### src/rtl/lc3_alu_issue.sv
// lc3_alu_issue: issue/writeback sequencer for the LC-3 ALU. It decodes ADD/AND/NOT/BR, reads
// operands from an 8x16 register file and retires ALU results into that file and the condition codes.
`default_nettype none

module lc3_alu_issue #(
  parameter int ALU_LAT = 1
) (
  input  logic        clk,
  input  logic        rst,
  input  logic        instr_valid,
  input  logic [15:0] instr,
  output logic        instr_ready,
  output logic [15:0] alu_a,
  output logic [15:0] alu_b,
  output logic [3:0]  alu_opcode,
  input  logic [15:0] alu_out,
  input  logic [2:0]  alu_nzp,
  output logic        done,
  output logic        br_taken,
  output logic        illegal,
  output logic [2:0]  cc,
  input  logic [2:0]  dbg_sel,
  output logic [15:0] dbg_data
);

  localparam logic [1:0] IDLE = 2'd0;
  localparam logic [1:0] EXEC = 2'd1;
  localparam logic [1:0] RESP = 2'd2;

  localparam int              CW      = (ALU_LAT > 1) ? $clog2(ALU_LAT) : 1;
  localparam logic [CW-1:0]   CNT_END = CW'(ALU_LAT - 1);

  localparam logic [3:0] OP_BR  = 4'b0000;
  localparam logic [3:0] OP_ADD = 4'b0001;
  localparam logic [3:0] OP_AND = 4'b0101;
  localparam logic [3:0] OP_NOT = 4'b1001;

  logic [1:0]    state;
  logic [CW-1:0] cnt;
  logic [15:0]   rf [8];
  // Only the opcode and the destination/condition field are needed after issue.
  logic [3:0]    ir_op;
  logic [2:0]    ir_dst;
  logic [15:0]   b_dec;
  logic          in_operate;
  logic          ir_operate;

  function automatic logic is_operate(input logic [3:0] op);
    return (op == OP_ADD) || (op == OP_AND) || (op == OP_NOT);
  endfunction

  always_comb begin
    in_operate = is_operate(instr[15:12]);
    ir_operate = is_operate(ir_op);
    b_dec      = 16'h0000;
    if (instr[15:12] != OP_NOT) begin
      b_dec = instr[5] ? {{11{instr[4]}}, instr[4:0]} : rf[instr[2:0]];
    end
  end

  assign instr_ready = (state == IDLE);
  assign done        = (state == RESP);
  assign br_taken    = (state == RESP) && (ir_op == OP_BR) && (|(ir_dst & cc));
  assign illegal     = (state == RESP) && !ir_operate && (ir_op != OP_BR);
  assign dbg_data    = rf[dbg_sel];

  always_ff @(posedge clk) begin
    if (rst) begin
      state      <= IDLE;
      cnt        <= '0;
      cc         <= 3'b010;
      ir_op      <= 4'h0;
      ir_dst     <= 3'h0;
      alu_a      <= 16'h0000;
      alu_b      <= 16'h0000;
      alu_opcode <= 4'h0;
      for (int i = 0; i < 8; i++) begin
        rf[i] <= 16'h0000;
      end
    end else begin
      case (state)
        IDLE: begin
          if (instr_valid) begin
            ir_op      <= instr[15:12];
            ir_dst     <= instr[11:9];
            alu_a      <= rf[instr[8:6]];
            alu_b      <= b_dec;
            alu_opcode <= instr[15:12];
            cnt        <= '0;
            state      <= in_operate ? EXEC : RESP;
          end
        end
        EXEC: begin
          if (cnt == CNT_END) begin
            cnt   <= '0;
            state <= RESP;
          end else begin
            cnt <= cnt + 1'b1;
          end
        end
        RESP: begin
          // Retire before returning to IDLE so the next accepted instruction sees fresh state.
          if (ir_operate) begin
            rf[ir_dst] <= alu_out;
            cc         <= alu_nzp;
          end
          alu_a      <= 16'h0000;
          alu_b      <= 16'h0000;
          alu_opcode <= 4'h0;
          state      <= IDLE;
        end
        default: state <= IDLE;
      endcase
    end
  end

endmodule

`default_nettype wire

### config.mk
export PLATFORM = sky130hd
export DESIGN_NAME = lc3_alu_issue
export DESIGN_NICKNAME = d
export VERILOG_FILES = /design/src/rtl/lc3_alu_issue.sv
export SDC_FILE = /design/constraint.sdc
export NUM_CORES = 1
export LEC_CHECK = 0
export ABC_AREA = 1
export CAP_MARGIN = 20
export CORE_ASPECT_RATIO = 0.5
export CORE_MARGIN = 5
export CORE_UTILIZATION = 40
export CTS_CLUSTER_SIZE = 28
export DETAILED_ROUTE_END_ITERATION = 7
export REMOVE_ABC_BUFFERS = 1
export SETUP_SLACK_MARGIN = 0.3
export SLEW_MARGIN = 5
export SYNTH_ARGS = -nofsm -noshare
export SYNTH_HDL_FRONTEND = slang
export SYNTH_SLANG_ARGS = --single-unit
### constraint.sdc
create_clock -name clk -period 4.93 [get_ports clk]
set_clock_uncertainty 0.05 [all_clocks]
set_input_delay 0.986 -clock clk [delete_from_list [all_inputs] [get_ports clk]]
set_output_delay 0.986 -clock clk [all_outputs]
set_load 0.01 [all_outputs]
==> run_results.csv <==
group,metric,value,unit
grt,grt.total_usage,0.2387,
synthesis,synth_xor_area_frac,0,
critical_path,worst-setup-path-type,"primary input to output port",
pwr,clkPwrFrac,0.401,
pwr,p_leak,0.004761,uW
synthesis,yosys.area_share.simple,0.2741,
critical_path,worst-path-buf-inv,3,
clocking,cts_max_level,4,
cells_and_area,layout_common_cells,"272 x nand2_1, 177 x nor2_1, 145 x nand3_1",
synthesis,async_reset_ff_frac,0,
synthesis,ys_seq_area_frac,0.4835,
synthesis,synth.area.mux_share,0,
route,vias,9545,
synthesis,syn_area_per_cell,7.685,um2
route,drc_errors,0,
route,avgViaCountPerCell,5.651,
critical_path,cp_max_fo,14,
min_path,hold_path_class,"flip-flop to flip-flop",
cells_and_area,multi_input_area,4265,um2
clocking,cts_resized,0,
grt,overflow,0,
sta,relSlewSlack,0.2375,
floorplan,rows,40,
clocking,cts_hold_buf,0,
synthesis,synth_warnings,0,
flow_run,cap_violations,0,
critical_path,path_cells,"clkdlybuf4s50_1, buf_4, o21ai_0, o21ai_0, a21oi_1, a31oi_1, clkdlybuf4s50_1",
critical_path,slowest_delay,0.79,ns
critical_path,critPathCaptureType,"output port",
floorplan,coreArea,24220,um2
sta,fin_tns_setup,0,ns
route,dr.pass1.iters,6,
sta,rsz0062_at_grt,"no",
sta,setup_ws,0.6317,ns
clocking,cts_tree,"done",
cells_and_area,final_layout_size_suffix_gt1_frac,0.06356,
route,finalWirelength,33940,um
grt,antenna_found_initial,0,
floorplan,ioPinCount,100,
critical_path,critPathTopFamily,"buffers and inverters",
synthesis,synthAdderAreaFrac,0,
clocking,cts.clk_slew.worst_paths,0.06,ns
placed_design,routabilityCongestion,0.9154,
cells_and_area,diodes,0,
synthesis,synthesis.instances,1293,
clocking,clk_latency,0.45,ns
clocking,cts.sinks,176,
critical_path,slowest_stage,"clkdlybuf4s50_1",
cells_and_area,synthToLayoutAreaGrowth,18.03,%
sta,whs,0.4135,ns
pwr,ir_drop,0.2022,mV
cells_and_area,seq_area,4805,um2
placed_design,port_buffers,99,
critical_path,arrival,3.26,ns
route,drt_iter0_markers,1227,
sta,period_needed,4.298,ns
critical_path,cp_data_required_time,3.89,ns
sta,worst_pin_slew,1.142,ns
cells_and_area,nFillCells,2370,
pwr,power_switching,991.1,uW
pwr,sw_frac_of_total,0.2638,
grt,grt_pass1_vias,9105,
sta,hold_viol_final,0,
synthesis,synth_edf_count,128,
clocking,numCtsBuffers,17,
clocking,post_cts_buffers,0,
placed_design,pre_cts_ws,0.6706,ns
sta,setup_viol,0,
status,run_status,"completed",
grt,grt_pass1_wl,50750,um
placed_design,place_hpwl,20210,um
cells_and_area,final_common_cell,"nand2_1",
floorplan,die_height,121.5,um
clocking,cts.root.buffer_cell,"clkbuf_16",
pwr,p_int,2766,uW
pwr,p_comb_frac,0.150,
floorplan,die-area,28290,um2
grt,grt_max_degree,64,
cells_and_area,nNetsFinal,1381,
clocking,clock_path_buffers,2,
pwr,p_seq_frac,0.449,
critical_path,crit_path_start_kind,"primary input",
synthesis,synth.distinct_cells,25,
sta,max_clock_freq,232.6,MHz
floorplan,die_x,232.9,um
route,ant_nets,0,
sta,drv_slew,0,
route,routedWlPerCell,20.09,um
synthesis,synth_compound_area_frac,0.1546,
synthesis,synth_ff_type,"edfxtp_1",
pwr,cellPowerDensity,320.3,nW/um2
synthesis,synth_top_family_by_area,"simple AND/OR/NAND/NOR gates",
synthesis,syn-cell-area,9937,um2
sta,fin_crit_sh,0.8719,
floorplan,start_util,0.4102,
synthesis,ys_ff_latch,176,
metrics by stage:
step	util	std cells	area (um2)	total power, uW
after global placement	0.4542	1654	11000	2256
final	0.4842	1689	11730	3757
after floorplan	-	1204	9487	1977
after CTS	0.4811	1686	11650	3751
after detailed placement	0.4542	1654	11000	2266
after global routing	0.4842	1689	11730	3881
cell families after synthesis:
kind of cell / count (synthesis)
buffers and inverters: 201
AND/OR/NAND/NOR: 624
AO/OA/AOI/OAI: 292
flip-flops: 176
worst register-to-register path: cells and delay by family, from the launching register on:
kind          cells  cell delay [ns]
flops             1             0.37
buf+inv           2             0.16
simple gates      6             1.76
registers in the layout, summed over array words and instances, names as in the netlist:
signal and flops:
alu_a 16, alu_b 16, alu_opcode 4, cc 3, ir_dst 3, ir_op 4, rf 128, state 2
layout make-up:
type,instances,area share
clock inverters,9,0.01280
well taps,336,0.03584
repair buffers,117,0.09942
flip-flops and latches,176,0.4096
clock buffers,23,0.04267
inverters,112,0.03595
multi-input cells,916,0.3637
metal layers:
layer / part of all wire / up-vias / global-route usage / wire length, um
met5: 0 / - / 0 / 0
met1: 0.40 / 4465 / 0.3108 / 13720
met2: 0.45 / 576 / 0.3796 / 15290
li1: - / 4420 / - / -
met3: 0.11 / 84 / 0.05822 / 3890
met4: 0.031 / 0 / 0.1058 / 1042
path summary, 6_finish.rpt:
| check | from | endpoint | slack (ns) | depth (start not counted) |
|---|---|---|---|---|
| max | dbg_sel[1] | dbg_data[11] | 0.63 | 7 |
| min | alu_opcode[2]$_SDFFE_PP0P_ | alu_opcode[2]$_SDFFE_PP0P_ | 0.41 | 2 |
| max reg2reg | state[1]$_SDFFE_PP0P_ | rf[3][0]$_SDFFCE_PN0P_ | 2.19 | 8 |
| min reg2reg | alu_opcode[2]$_SDFFE_PP0P_ | alu_opcode[2]$_SDFFE_PP0P_ | 0.41 | 2 |
synthesized netlist by cell type, types with 7 or more instances:
cell type / n / share of area
nand3_1: 145 / 0.073
edfxtp_1: 128 / 0.39
nor2_4: 11 / 0.012
a31oi_1: 17 / 0.011
o21ai_0: 131 / 0.066
o211ai_1: 20 / 0.015
clkbuf_1: 44 / 0.017
buf_6: 7 / 0.0079
a21oi_1: 123 / 0.062
buf_2: 32 / 0.016
nand2_4: 10 / 0.011
nand2_1: 272 / 0.10
dfxtp_1: 48 / 0.097
inv_1: 106 / 0.040
nor2_1: 179 / 0.068
power by group through the flow:
stage               Sequential, uW  Clock, uW  Combinational (uW)
finish                        1690       1510                 563
global placement              1720          0                 540
CTS                           1690       1510                 551
global route                  1690       1580                 610
detailed placement            1720          0                 548
floorplan                     1720          0                 260
Note: power is estimated with default switching activity, not from simulation.
